==> src/rtl/la_cmd_pkg.sv <==
// Shared opcodes, capture-state enum and response defaults
// for the logic-analyser command dispatcher.
package la_cmd_pkg;

  localparam logic [7:0] OP_RESET_CAP = 8'h00;
  localparam logic [7:0] OP_ARM       = 8'h01;
  localparam logic [7:0] OP_SET_DIV   = 8'h02;
  localparam logic [7:0] OP_SET_MASK  = 8'h03;
  localparam logic [7:0] OP_SET_VALUE = 8'h04;
  localparam logic [7:0] OP_SET_COUNT = 8'h05;
  localparam logic [7:0] OP_QUERY     = 8'h06;

  localparam logic [7:0] ACK_DEFAULT = 8'hA5;
  localparam logic [7:0] NAK_DEFAULT = 8'h5A;

  typedef enum logic [1:0] {
    ST_IDLE    = 2'd0,
    ST_ARMED   = 2'd1,
    ST_CAPTURE = 2'd2,
    ST_DONE    = 2'd3
  } cap_state_t;

endpackage

==> src/rtl/cmd_dispatcher_sample_divider.sv <==
// Free-running sample strobe: one tick every div+1 clocks,
// phase restarted by load.
module sample_divider #(
  parameter int CNT_W = 32
) (
  input  logic             clock,
  input  logic             reset_n,
  input  logic             load,
  input  logic [CNT_W-1:0] div,
  output logic             tick
);

  logic [CNT_W-1:0] cnt;

  always_ff @(posedge clock) begin
    if (!reset_n) begin
      cnt  <= '0;
      tick <= 1'b0;
    end else if (load) begin
      cnt  <= '0;
      tick <= 1'b0;
    end else if (cnt == div) begin
      cnt  <= '0;
      tick <= 1'b1;
    end else begin
      cnt  <= cnt + CNT_W'(1);
      tick <= 1'b0;
    end
  end

endmodule

==> src/rtl/cmd_dispatcher.sv <==
// Host command dispatcher and capture FSM for the logic analyser.
// Define STATUS_READBACK_EN to answer QUERY with a 5-byte status burst.
module cmd_dispatcher
  import la_cmd_pkg::*;
#(
  parameter int         CNT_W    = 32,
  parameter logic [7:0] ACK_BYTE = ACK_DEFAULT,
  parameter logic [7:0] NAK_BYTE = NAK_DEFAULT
) (
  input  logic        clock,
  input  logic        reset_n,
  input  logic        cmd_recieved,
  input  logic [7:0]  opcode,
  input  logic [31:0] command,
  input  logic        trig_hit,
  output logic        sample_tick,
  output logic [31:0] trig_mask,
  output logic [31:0] trig_value,
  output logic        capture_en,
  output logic        capture_done,
  output logic        busy,
  output logic        rsp_valid,
  output logic [7:0]  rsp_byte,
  input  logic        rsp_ready
);

  cap_state_t       state;
  cap_state_t       st_nx;
  logic [CNT_W-1:0] divider;
  logic [CNT_W-1:0] sample_count;
  logic [CNT_W-1:0] remaining;
  logic [CNT_W-1:0] rem_nx;

  logic cmd_q;
  logic cmd_edge;
  logic rsp_free;
  logic take;
  logic ovf;
  logic rd_more;
  logic load;
  logic ok;
  logic cfg_ok;

  logic is_rst, is_arm, is_div, is_msk;
  logic is_val, is_cnt, is_qry;

`ifdef STATUS_READBACK_EN
  localparam logic QRY_EN = 1'b1;
  logic [2:0]  rd_left;
  logic [31:0] rd_sr;
  logic [23:0] rem_lo;
  assign rd_more = (rd_left != 3'd0);
  assign rem_lo  = 24'(rem_nx);
`else
  localparam logic QRY_EN = 1'b0;
  assign rd_more = 1'b0;
`endif

  assign cmd_edge = cmd_recieved & ~cmd_q;
  assign rsp_free = ~rsp_valid | (rsp_ready & ~rd_more);
  assign take     = cmd_edge & rsp_free;
  assign load     = take & ok & is_div;

  assign busy         = (state != ST_IDLE);
  assign capture_done = (state == ST_DONE);

  sample_divider #(
    .CNT_W(CNT_W)
  ) u_div (
    .clock  (clock),
    .reset_n(reset_n),
    .load   (load),
    .div    (divider),
    .tick   (sample_tick)
  );

  // Capture progress settles first; commands see the result.
  always_comb begin
    st_nx      = state;
    rem_nx     = remaining;
    capture_en = 1'b0;
    if (sample_tick &&
        ((state == ST_ARMED && trig_hit) ||
         state == ST_CAPTURE)) begin
      capture_en = 1'b1;
      rem_nx     = remaining - CNT_W'(1);
      st_nx      = (remaining == CNT_W'(1)) ?
                   ST_DONE : ST_CAPTURE;
    end
  end

  always_comb begin
    is_rst = (opcode == OP_RESET_CAP);
    is_arm = (opcode == OP_ARM);
    is_div = (opcode == OP_SET_DIV);
    is_msk = (opcode == OP_SET_MASK);
    is_val = (opcode == OP_SET_VALUE);
    is_cnt = (opcode == OP_SET_COUNT);
    is_qry = (opcode == OP_QUERY);
    cfg_ok = (st_nx == ST_IDLE) || (st_nx == ST_DONE);
    ok     = 1'b0;
    unique case (1'b1)
      is_rst: ok = 1'b1;
      is_arm: ok = cfg_ok && (sample_count != '0);
      is_div, is_msk, is_val, is_cnt: ok = cfg_ok;
      is_qry: ok = QRY_EN;
      default: ok = 1'b0;
    endcase
  end

  always_ff @(posedge clock) begin
    if (!reset_n) begin
      state        <= ST_IDLE;
      remaining    <= '0;
      divider      <= '0;
      sample_count <= '0;
      trig_mask    <= '0;
      trig_value   <= '0;
      ovf          <= 1'b0;
      cmd_q        <= 1'b1;
      rsp_valid    <= 1'b0;
      rsp_byte     <= '0;
`ifdef STATUS_READBACK_EN
      rd_left      <= '0;
      rd_sr        <= '0;
`endif
    end else begin
      cmd_q     <= cmd_recieved;
      state     <= st_nx;
      remaining <= rem_nx;
      if (cmd_edge && !rsp_free) begin
        ovf <= 1'b1;
      end
      if (rsp_valid && rsp_ready) begin
`ifdef STATUS_READBACK_EN
        if (rd_more) begin
          rsp_byte <= rd_sr[31:24];
          rd_sr    <= {rd_sr[23:0], 8'h00};
          rd_left  <= rd_left - 3'd1;
        end else begin
          rsp_valid <= 1'b0;
        end
`else
        rsp_valid <= 1'b0;
`endif
      end
      if (take) begin
        rsp_valid <= 1'b1;
        rsp_byte  <= ok ? ACK_BYTE : NAK_BYTE;
        if (ok) begin
          unique case (1'b1)
            is_rst: begin
              state     <= ST_IDLE;
              remaining <= '0;
              ovf       <= 1'b0;
            end
            is_arm: begin
              state     <= ST_ARMED;
              remaining <= sample_count;
            end
            is_div: divider      <= CNT_W'(command);
            is_msk: trig_mask    <= command;
            is_val: trig_value   <= command;
            is_cnt: sample_count <= CNT_W'(command);
            is_qry: begin
`ifdef STATUS_READBACK_EN
              rd_left <= 3'd4;
              rd_sr   <= {st_nx, ovf, 5'b0, rem_lo};
`endif
            end
            default: ;
          endcase
        end
      end
    end
  end

endmodule

==> config.mk <==
export PLATFORM = sky130hd
export DESIGN_NAME = cmd_dispatcher
export DESIGN_NICKNAME = d
export VERILOG_FILES = /design/src/rtl/la_cmd_pkg.sv /design/src/rtl/cmd_dispatcher_sample_divider.sv /design/src/rtl/cmd_dispatcher.sv
export SDC_FILE = /design/constraint.sdc
export NUM_CORES = 1
export LEC_CHECK = 0
export ABC_AREA = 0
export CAP_MARGIN = 20
export CORE_ASPECT_RATIO = 0.7
export CORE_MARGIN = 4
export CORE_UTILIZATION = 40
export DETAILED_ROUTE_END_ITERATION = 12
export MAX_ROUTING_LAYER = met4
export PLACE_DENSITY_LB_ADDON = 0.15
export REMOVE_ABC_BUFFERS = 1
export SETUP_SLACK_MARGIN = 0.2
export SLEW_MARGIN = 10
export SYNTH_ARGS = -nofsm -noshare
export SYNTH_HDL_FRONTEND = slang
export SYNTH_HIERARCHICAL = 1
export SYNTH_SLANG_ARGS = --single-unit
==> constraint.sdc <==
create_clock -name clock -period 2.75 [get_ports clock]
set_clock_uncertainty 0.05 [all_clocks]
set_input_delay 0.4125 -clock clock [delete_from_list [all_inputs] [get_ports clock]]
set_output_delay 0.4125 -clock clock [all_outputs]
set_load 0.02 [all_outputs]
# ---- After elaboration in Yosys (flattened, before gate mapping)
# Cells that the tools add are included.
dict set report op_classes {
  n_reduce_logical 18
  n_mux 15
  eq_ne 11
  n_bitwise 8
  add_sub_neg 2
}
# cell count
set op_table {}
lappend op_table {{32-bit two-way mux} 3}
lappend op_table {{32-bit case mux with 2 select lines} 1}
lappend op_table {{32-bit by 1-bit adder with 32-bit output (second input constant)} 1}
lappend op_table {{32-bit by 1-bit equality test with 1-bit output (second input constant)} 1}
lappend op_table {{32-bit equality test} 1}
lappend op_table {{32-bit nonzero test} 1}
lappend op_table {{32-bit by 1-bit subtractor with 32-bit output (second input constant)} 1}
lappend op_table {{8-bit by 2-bit equality test with 1-bit output (second input constant)} 2}
lappend op_table {{8-bit by 3-bit equality test with 1-bit output (second input constant)} 2}
lappend op_table {{3-bit AND reduction} 4}
lappend op_table {{8-bit by 1-bit equality test with 1-bit output (second input constant)} 1}
lappend op_table {{8-bit logical NOT} 1}
lappend op_table {{8-bit two-way mux} 1}
lappend op_table {{2-bit equality test (second input constant)} 3}
lappend op_table {{2-bit two-way mux} 3}
lappend op_table {{1-bit two-way mux} 5}
lappend op_table {{1-bit AND} 4}
lappend op_table {{1-bit logical AND} 4}
lappend op_table {{2-bit case mux with 2 select lines} 1}
lappend op_table {{2-bit nonzero test} 2}
lappend op_table {{4-bit OR reduction} 1}
lappend op_table {{1-bit inverter} 3}
lappend op_table {{1-bit case mux with 3 select lines} 1}
lappend op_table {{3-bit OR reduction} 1}
lappend op_table {{5 further kinds} 6}
dict set report totals {
  reg_bits 205
  out_inout_bits 77
  inputBits 45
}

# ---- Depth between registers and ports, before layout
dict set report logic_depth {
  word_depth 12
  mapped_depth 9
  ltp_nobuf 8
}

# ---- Cells and area by module
# Netlist, hierarchy kept.
# mod seq_area_each_um2 area_each_um2 cells_per_inst instances
set modules_own_cells {}
lappend modules_own_cells {cmd_dispatcher 3323.2 7771.2 880 1}
lappend modules_own_cells {sample_divider 660.6 1866.8 205 1}

# ---- Least setup slack after synthesis
# OpenSTA, ideal clock, no wires.
dict set report synth_path {
  path_type {register to register}
  startpoint {register remaining[26]}
  endpoint {register divider[28]}
  path_stages_with_launch 8
  path_slack_ps -83
  setup_ps 66
  period_less_slack_ps 2833
  required_time_ps 2634
  t_arrival_ps 2717
  cell_sequence {dfxtp_1 or4_4 or4_4 or4_4 a2111oi_4 buf_6 nand2_1 a21boi_2}
}
dict set report synth_between {
  elab_chain_cells 8
}
# item line_no
set synth_lines {}
lappend synth_lines {{start: declaration} cmd_dispatcher.sv:31} ;# logic [CNT_W-1:0] remaining;
lappend synth_lines {{start signal: assignment} cmd_dispatcher.sv:130} ;# remaining <= rem_nx;
lappend synth_lines {{start signal: assignment} cmd_dispatcher.sv:159} ;# remaining <= sample_count;
lappend synth_lines {{32-bit by 1-bit equality test with 1-bit output (*)} cmd_dispatcher.sv:87} ;# st_nx = (remaining == CNT_W'(1)) ?
lappend synth_lines {{1-bit two-way mux (*)} cmd_dispatcher.sv:87}
lappend synth_lines {{2-bit two-way mux (*)} cmd_dispatcher.sv:82} ;# if (sample_tick &&
lappend synth_lines {{2-bit equality test / 2-bit logical NOT (equally long branches)} cmd_dispatcher.sv:100} ;# cfg_ok = (st_nx == ST_IDLE) || (st_nx == ST_DONE);
lappend synth_lines {{1-bit logical OR (*)} cmd_dispatcher.sv:100}
lappend synth_lines {{1-bit logical AND} cmd_dispatcher.sv:104} ;# is_arm: ok = cfg_ok && (sample_count != '0);
lappend synth_lines {{1-bit case mux with 3 select lines (*)} cmd_dispatcher.sv:102} ;# unique case (1'b1)
lappend synth_lines {{3-bit AND reduction (no source line) (*)} n/a}
lappend synth_lines {{end signal: assignment} cmd_dispatcher.sv:161} ;# is_div: divider <= CNT_W'(command);
lappend synth_lines {{end: declaration} cmd_dispatcher.sv:29} ;# logic [CNT_W-1:0] divider;
# Every way passes the cells marked *; elsewhere a longest branch is shown, timed or not.
# A chain may end at the register's enable or synchronous reset.

# ---- Final worst setup path
dict set report layout_path {
  startpoint {register remaining[26]}
  endpoint {register trig_mask[16]}
}
dict set report layout_between {
  elab_chain_cells 8
}
# item line_no
set layout_lines {}
lappend layout_lines {{32-bit by 1-bit equality test with 1-bit output (*)} cmd_dispatcher.sv:87}
lappend layout_lines {{1-bit two-way mux (*)} cmd_dispatcher.sv:87}
lappend layout_lines {{2-bit two-way mux (*)} cmd_dispatcher.sv:82}
lappend layout_lines {{2-bit equality test / 2-bit logical NOT (equally long branches)} cmd_dispatcher.sv:100}
lappend layout_lines {{1-bit logical OR (*)} cmd_dispatcher.sv:100}
lappend layout_lines {{1-bit logical AND} cmd_dispatcher.sv:104}
lappend layout_lines {{1-bit case mux with 3 select lines (*)} cmd_dispatcher.sv:102}
lappend layout_lines {{3-bit AND reduction (no source line) (*)} n/a}
lappend layout_lines {{end signal: assignment} cmd_dispatcher.sv:162} ;# is_msk: trig_mask <= command;
lappend layout_lines {{end: declaration} cmd_dispatcher.sv:17} ;# output logic [31:0] trig_mask,
# Marks and branches as above.

==> qor.csv <==
stage;metric;value;unit
worst_setup_path;largest stage delay on the critical path;0.58;ns
worst_setup_path;R2R cell count;8;
worst_setup_path;CP bufs+invs;2;
min_path;Hold Crit Start;trig_value[31];
global_routing;first-pass GRT wire length;43800;um
power_and_ir_drop;Worst VDD drop;0.424;mV
cts;CTS max path bufs;2;
power_and_ir_drop;clock share of power;44.4;%
power_and_ir_drop;Int Power;4.40;mW
global_routing;total grt overflow;0;
floorplan;io pins;122;
cts;TritonCTS Sinks;199;
finish;fill cell count;2091;
placed_design;number of port buffers;121;
yosys;Synth Register Bits;199;
cts;H-tree Lvls;4;
yosys;syn_area_per_cell;8.88;sq um
route;Via density;5.24;
route;# DRC;0;
route;wire length per cell;19.1;um
min_path;Worst Hold Class;reg -> reg;
worst_setup_path;worst path required time;3.07;ns
yosys;share of the synthesized area in the top cell type;41.3;%
floorplan;FP Rows;47;
floorplan;Die X;194;um
yosys;post-synth top area cell;dfxtp_1;
cts;Worst-path clk slew;0.08;ns
worst_setup_path;critical path type;reg -> reg;
worst_setup_path;flop2flop setup slack;-0.21;ns
placed_design;post-place instance area;11500;sq um
finish;multi-input logic area;5810;sq um
finish;antenna cells;0;
power_and_ir_drop;PD cells;435;nW/um^2
cts;hold_buf cts;0;
worst_setup_path;critical path startpoint category;flip-flop;
finish;Register Area;3990;sq um
power_and_ir_drop;P_sw;1.34;mW
finish;layout overhead on the synthesized area;37.0;%
timing;Final TNS setup;-29.80;ns
yosys;ys flop type;dfxtp_1;
floorplan;Total Die Area;26700;sq um
placed_design;hpwl dp;19300;um
worst_setup_path;RR Startpoint;remaining[26];
cts;Skew-Pair Late Insertion Delay;0.44;ns
worst_setup_path;Critical Path AT;3.28;ns
timing;Final setup viols;193;
power_and_ir_drop;Comb power frac;5.3;%
worst_setup_path;CP endpoint kind;flip-flop;
route;initial DRC count;620;
min_path;Hold EP;trig_value[31];
power_and_ir_drop;P_leak;4.93;nW
worst_setup_path;CP cell instances;or4_4 > or4_4 > or4_4 > a2111oi_4 > buf_6 > clkbuf_16 > nand2_2 > a21boi_2;
floorplan;Starting Density;40.7;%
worst_setup_path;Max FO, Critical Path;6;
timing;Final Hold Viols;0;
yosys;post-synthesis async set-or-reset flop share;0;%
power_and_ir_drop;Seq pwr share;50.3;%
timing;min cycle time layout;2.96;ns
cts;CTS root buf;clkbuf_16;
worst_setup_path;crit-path most repeated cell;or4_4;
outcome;status;finished with violations;
yosys;count of cell types in the netlist;54;
route;first drt pass iteration count;4;
placed_design;GPL Wtd Cong;0.870;
yosys;Seq/Total Area, Yosys;41.3;%
timing;fin crit share;108;%
timing;RSZ-0062 raised after global routing;true;
timing;Slew @ Worst Pin;0.992;ns
finish;final instance area;13200;sq um
global_routing;largest net degree at the start of global routing;64;
yosys;Synth warnings;6;
global_routing;initial antenna violation count;0;
global_routing;vias in the first global route;7602;
floorplan;Placeable Area;23700;sq um
route;via count;8277;
cts;CTS tree;built;
global_routing;GRT Util Overall;21.3;%
power_and_ir_drop;switching share of power;23.3;%
min_path;hold path depth;2;
route;ANT nets after route;0;
cts;cts bufs inserted;17;
outcome;failing checks;setup timing;
timing;Slew Limit Headroom;33.6;%
finish;share of layout cells above drive strength 1;30.6;%
yosys;Area contributors post-synth;dfxtp_1 41%, a21boi_2 14%, nand2_1 12%;
timing;setup ws final;-0.206;ns
timing;Peak Freq;0.338;GHz
finish;Nets;1297;
yosys;Synth Instances;1085;
floorplan;Die Y;138;um
yosys;mapped cell area;9640;sq um
timing;Pins Over Slew Limit;0;
yosys;number of synthesized flops with an enable pin;0;
worst_setup_path;end of the worst register-to-register path;trig_mask[16];
worst_setup_path;CP max-delay cell;or4_4;
worst_setup_path;Top delay family on crit path;simple AND/OR/NAND/NOR gates;
route;final WL;30200;um
flow_run;max-cap violations;0;
tightest hold or removal path, stage by stage, from the launching register on:
cell	delay [ns]
dfxtp_1	0.31
nand2_1	0.05
a21boi_1	0.05
worst max-delay path by stage:
stage / depth (start not counted) / from / end / slack (ns)
2_1_floorplan: 6 / remaining[26] / divider[0] / -0.59
3_3_place_gp: 7 / remaining[26] / sample_count[14] / -0.18
3_5_place_dp: 7 / remaining[26] / sample_count[21] / -0.21
4_1_cts: 7 / remaining[26] / trig_value[28] / -0.23
5_1_grt: 8 / remaining[26] / trig_mask[26] / -0.29
6_report: 8 / remaining[26] / trig_mask[16] / -0.21
placed cells by master, fill, tap and decap left out, types with 4 or more instances in the layout:
master and count:
nand2_1 214, dfxtp_1 198, a21boi_2 124, clkdlybuf4s50_1 119, nand2_4 57, xnor2_1 56, buf_4 56, nor2_1 47
nand3_1 35, xor2_1 35, nand2_2 34, a21boi_1 34, nor4_1 30, clkbuf_16 29, nor3_1 19, nand4_1 18
buf_12 14, inv_1 13, buf_6 11, nand2b_1 6, nand3_2 6, nor4_2 5, or3_1 5, o21ai_0 4
or2_2 4, and2_1 4, a2111oi_4 4, and3_1 4, inv_6 4, clkinv_2 4, and4_1 4
power by group through the flow:
stage                     Sequential (mW)  Clock, mW  Combinational, mW
final                                2.89       2.55              0.306
after global routing                 2.89       2.71              0.321
after CTS                            2.89       2.59              0.273
after detailed placement             2.95          0              0.268
after global placement               2.95          0              0.271
after floorplan                      2.96          0             0.0698
logic make-up after synthesis:
family,count (synthesis),share of synthesized area (%)
and+or+nand+nor,520,25.3
DFF,199,41.3
AOI/OAI and AO/OA,188,19.9
xor gates and xnor gates,91,8.27
buffers and inverters,84,4.76
adders and majority gates,3,0.390
state kept, by name, indices dropped and copies added, names as in the netlist:
register      flops
u_div/cnt        32
trig_mask        32
u_div/tick        1
cmd_q             1
trig_value       32
state             2
rsp_valid         1
divider          32
sample_count     32
remaining        32
rsp_byte          2
cell type report:
class                           count  area share, %
Sequential cell                   199           30.2
Clock inverter                     14           1.12
Tap cell                          318           3.01
Multi-Input combinational cell    802           44.0
Inverter                           13          0.370
Clock buffer                       18           3.33
Timing Repair Buffer              216           18.0
metrics by stage:
step	instances	setup slack (ns)	util, %	hold slack, ns	power [mW]
6_report	1580	-0.206	55.7	0.407	5.74
3_5_place_dp	1516	-0.206	48.5	0.396	3.22
4_1_cts	1554	-0.227	51.4	0.390	5.75
2_1_floorplan	1014	-0.586	-	0.394	3.03
3_3_place_gp	1516	-0.185	48.5	0.393	3.23
5_1_grt	1580	-0.290	55.7	0.429	5.92
layer usage:
metal / up-vias / GRT usage, % / part of all wire [%]
li1: 3992 / - / -
met1: 4001 / 31.6 / 51
met2: 271 / 30.0 / 41
met3: 13 / 4.23 / 7.1
met4: 0 / 4.32 / 0.62
met5: - / - / 0
repair_timing:
| item | 4_1_cts | 5_1_grt |
|---|---|---|
| endpoints found under the hold margin | 0 | 0 |
| buffers inserted | 3 | 10 |
| setup endpoints to repair | 196 | 196 |
| pin swaps | 13 | 137 |
| cloned | 3 | 16 |
| gates resized for setup | 16 | 169 |
Yosys cell counts (all sizes together) (9+ instances only):
library cell  instances
a21boi              159
buf                  30
clkbuf               41
dfxtp               199
inv                  13
nand2               305
nand3                41
nand4                20
nor2                 49
nor3                 22
nor4                 36
o21ai                 9
xnor2                56
xor2                 35
Power figures use the tool's default switching activity.
==> patch 1 (config.mk and constraints unchanged) <==
Add a define of `STATUS_READBACK_EN`.
--- a/src/rtl/cmd_dispatcher.sv
+++ b/src/rtl/cmd_dispatcher.sv
@@ -1,5 +1,7 @@
 // Host command dispatcher and capture FSM for the logic analyser.
 // Define STATUS_READBACK_EN to answer QUERY with a 5-byte status burst.
+`define STATUS_READBACK_EN
+
 module cmd_dispatcher
   import la_cmd_pkg::*;
 #(
Formal check against the unedited RTL: not equivalent (Yosys sat finds a counterexample within 4 cycles, from zero or initial values and one cycle with reset_n low).
==> patch 1 against the original RTL <==
  * Setup slack better by 0.35 ns
  * Synthesized area up 7.5%
  * Final area up 2.5%
  * Wire length about the same
  * Power up 27%
  * Die area up 7.1%
  * Sequential cell count up 42
  * Non-clock buffer count down 34
  * Hold slack worse by 0.10 ns
  * Combinational power down 9.8%
  * Maximum frequency up 13%
  * Critical endpoint is now trig_mask[4]$_SDFFE_PN0P_
==> patch 1: results (changes against the original RTL) <==
stage,metric,value,unit,change
status,status,completed,,
clocking,clk_latency,0.51,ns,+0.07 ns
sta,hold-worst-slack,0.305,ns,-0.102 ns
finish,fin_util,54.0,%,-1.7 points
pwr,p_leak,5.19,nW,+5.2%
clocking,cts_buffers,25,,+8
place,place_congestion,0.907,,+4.2%
finish,fillers,2257,,+7.9%
place,dpl_worst_slack,0.0260,ns,+0.232 ns
drt,drt-total-wl,30.2,mm,about the same
finish,finalNetCount,1275,,-1.7%
sta,worst_pin_slew,0.885,ns,-0.107 ns
setup_path,slowest_delay,0.54,ns,-0.04 ns
finish,final_cell_count_no_fill,1567,,-0.82%
drt,firstDrtPassIters,5,,+1
finish,drive_gt1_share,14.2,%,-16 points
clocking,max-clock-path-buffers,3,,+1
setup_path,crit_fanout,8,,+2
pwr,vdd_drop_max,0.000546,V,+29%
place,dp_hpwl,19.9,mm,+3.2%
global_routing,grtUsageTotal,20.2,%,-1.1 points
clocking,clkTransAtPathRegs,0.06,ns,-0.02 ns
drt,drtIter0Drc,554,,-11%
clocking,cts_setup_buffers,6,,+3
logic_synthesis,seq_area_frac_synth,46.6,%,+5.2 points
global_routing,grt_pass1_wl,45.0,mm,+2.8%
setup_path,cp_data_arrival_time,3.00,ns,-0.28 ns
clocking,htreeDepth,1,,-3
sta,fin_crit,2.61,ns,-0.349 ns
place,placed_cell_area,12100,um2,+5.1%
global_routing,grt_max_degree,46,,-28%
logic_synthesis,netlist_top_cells_area,"dfxtp_1 (47%), mux2i_1 (13%), nand2_1 (6.5%)",,
-- patch 1: cell types whose count changed after synthesis, sizes merged, moves of 12 or more --
cell,delta
dfxtp,+42
a211oi,+21
o2bb2ai,+32
xor2,-17
mux2,+17
xnor2,+20
nor2,+47
a21boi,-159
nand3,-20
nand2,-125
nor4,-12
mux2i,+135
-- patch 1: routing by layer --
| layer | track usage, % | part of all wire (%) |
|---|---|---|
| met1 | 31.4 | 53 |
| met2 | 27.5 | 39 |
| met3 | 3.75 | 6.7 |
| met4 | 3.00 | 1.2 |
| met5 | - | 0 |
-- patch 1: cell type report --
class | count | area share [%]
inverter | 14 | 0.388
clock buffer | 34 | 5.10
clock inverter | 10 | 1.21
sequential | 241 | 35.7
tap | 325 | 3.01
multi-input combinational | 761 | 39.5
timing repair buffer | 182 | 15.1
-- patch 1: kinds of logic after synthesis --
family / synth area share [%]
AO/OA/AOI/OAI: 6.24
XOR/XNOR: 7.95
adder cells (fa/ha/maj): 0.604
buffers and inverters: 3.59
flip-flops: 46.6
multiplexers: 14.9
AND/OR/NAND/NOR: 20.1
-- patch 1: worst paths after layout --
path | start | end | depth (start not counted)
setup / recovery | remaining[20]$_SDFF_PN0_ | trig_mask[4]$_SDFFE_PN0P_ | 9
hold reg to reg | trig_value[9]$_SDFFE_PN0P_ | trig_value[9]$_SDFFE_PN0P_ | 2
hold / removal | reset_n | trig_mask[18]$_SDFFE_PN0P_ | 3
setup reg to reg | remaining[20]$_SDFF_PN0_ | trig_mask[4]$_SDFFE_PN0P_ | 9
-- patch 1: where the power goes --
part | internal (mW) | switching [mW]
clock network | 2.13 | 1.40
registers | 3.50 | 0.00587
logic | 0.115 | 0.161
==> patch 2 (same settings) <==
Without the edit above. Make the reset (`reset_n`) asynchronous in 2 clocked blocks.
--- a/src/rtl/cmd_dispatcher_sample_divider.sv
+++ b/src/rtl/cmd_dispatcher_sample_divider.sv
@@ -12,7 +12,7 @@
 
   logic [CNT_W-1:0] cnt;
 
-  always_ff @(posedge clock) begin
+  always_ff @(posedge clock or negedge reset_n) begin
     if (!reset_n) begin
       cnt  <= '0;
       tick <= 1'b0;
--- a/src/rtl/cmd_dispatcher.sv
+++ b/src/rtl/cmd_dispatcher.sv
@@ -108,7 +108,7 @@
     endcase
   end
 
-  always_ff @(posedge clock) begin
+  always_ff @(posedge clock or negedge reset_n) begin
     if (!reset_n) begin
       state        <= ST_IDLE;
       remaining    <= '0;
Formal check against the unedited RTL: differs if reset_n is asserted again (counterexample within 4 cycles, from zero or initial values and one cycle with reset_n low); with reset_n held inactive, the same outputs for 4 cycles.
==> patch 2 against the original RTL <==
  * Synthesized area fell by 5.9%
  * Final area rose by 0.58%
  * Setup slack improved by 0.24 ns
  * Sequential cell count did not move
  * Wire length fell by 11%
  * Hold slack improved by 0.057 ns
  * Critical endpoint is now remaining[23]$_DFF_PN0_
Power is not compared: it rests on default switching activity, and its combinational part moved more than twofold at a synthesized area within 25%.
==> patch 2: results (changes against the original RTL) <==
stage,metric,value,unit,change
status,status,completed,,
global_routing,grtUsageTotal,20.5,%,-0.79 points
setup_path,crit_fanout,5,,-1
place,port_buffers,121,,unchanged
setup_path,reg2reg_depth,13,,+5
place,dp_hpwl,16.3,mm,-15%
setup_path,cp-endpoint,remaining[23]$_DFF_PN0_,,
pwr,comb-power,1.55,mW,
setup_path,cp_data_arrival_time,2.99,ns,-0.29 ns
place,place_congestion,0.841,,-3.4%
global_routing,first_global_vias,6808,,-10%
drt,wire_per_inst,22.4,um,+17%
logic_synthesis,netlist_top_cells_area,"dfrtp_1 (55%), mux2_2 (15%), xnor2_1 (5.9%)",,
logic_synthesis,avgSynthCellArea,12.8,um2,+44%
global_routing,grt_pass1_wl,39.1,mm,-11%
sta,fin_crit,2.72,ns,-0.240 ns
logic_synthesis,synth_common_cells,"dfrtp_1 (198), mux2_2 (119), xnor2_1 (61)",,
hold_path,hp-start,trig_mask[12]$_DFFE_PN0P_,,
setup_path,startpoint,opcode[6],,
finish,drive_gt1_share,37.5,%,+6.9 points
finish,fillers,1660,,-21%
drt,via_per_inst,5.47,,+4.3%
drt,drt-total-wl,27.0,mm,-11%
logic_synthesis,synth_ff_type,dfrtp_1,,
logic_synthesis,async_flop_share,100,%,+100 points
global_routing,grt_max_degree,74,,+16%
finish,regArea,4980,um2,+25%
place,dp.cells,1126,,-26%
setup_path,r2r-end,trig_mask[30]$_DFFE_PN0P_,,
sta,relSlewSlack,54.7,%,+21 points
setup_path,crit-reg2reg-launch,remaining[1]$_DFF_PN0_,,
finish,finalNetCount,958,,-26%
setup_path,r2r_slack,0.09,ns,+0.30 ns
place,dpl_worst_slack,-0.673,ns,-0.467 ns
sta,tns,0,ns,+29.80 ns
place,placed_cell_area,10900,um2,-4.9%
logic_synthesis,synth_cell_types,50,,-7.4%
setup_path,slowest_delay,0.47,ns,-0.11 ns
==> patch 2: worst min-delay path by stage <==
stage	to	slack, ns	depth (start not counted)
after detailed placement	trig_mask[19]$_DFFE_PN0P_	0.42	1
after CTS	trig_mask[24]$_DFFE_PN0P_	0.46	1
after global routing	trig_value[31]$_DFFE_PN0P_	0.48	1
final	trig_mask[12]$_DFFE_PN0P_	0.46	1
after floorplan	divider[0]$_DFFE_PN0P_	0.07	0
after global placement	trig_mask[22]$_DFFE_PN0P_	0.42	1
==> patch 2: repair_timing <==
| item | in CTS | in global routing |
|---|---|---|
| cloned | 11 | 9 |
| pin swaps | 5 | 35 |
| buffers inserted | 19 | 7 |
| hold endpoints to repair | 70 | 0 |
| setup endpoints to repair | 195 | 194 |
| hold buffers | 1 | 0 |
| resized for setup | 80 | 156 |
==> patch 2: cell type report <==
class / count / share of cell area (%)
clock inverter: 14 / 0.876
multi-input combinational: 469 / 35.6
sequential: 199 / 37.5
tap: 282 / 2.66
timing repair buffer: 217 / 19.8
inverter: 6 / 0.170
clock buffer: 18 / 3.31
==> patch 2: cells by family (layout without fill, tap and decap cells) <==
group | after synthesis | count (layout) | synth area share (%)
compound gates | 46 | 46 | 4.31
xor+xnor | 94 | 94 | 9.08
fa+ha+maj | 3 | 3 | 0.414
buf+inv | 40 | 255 | 2.72
flops | 199 | 199 | 54.9
mux | 128 | 128 | 15.9
simple gates | 198 | 198 | 12.7
==> patch 2: routing by layer <==
metal,GRT usage (%),wire length (um)
met4,3.63,158
met1,29.9,13300
met2,30.3,12000
met3,4.08,1410
met5,-,0
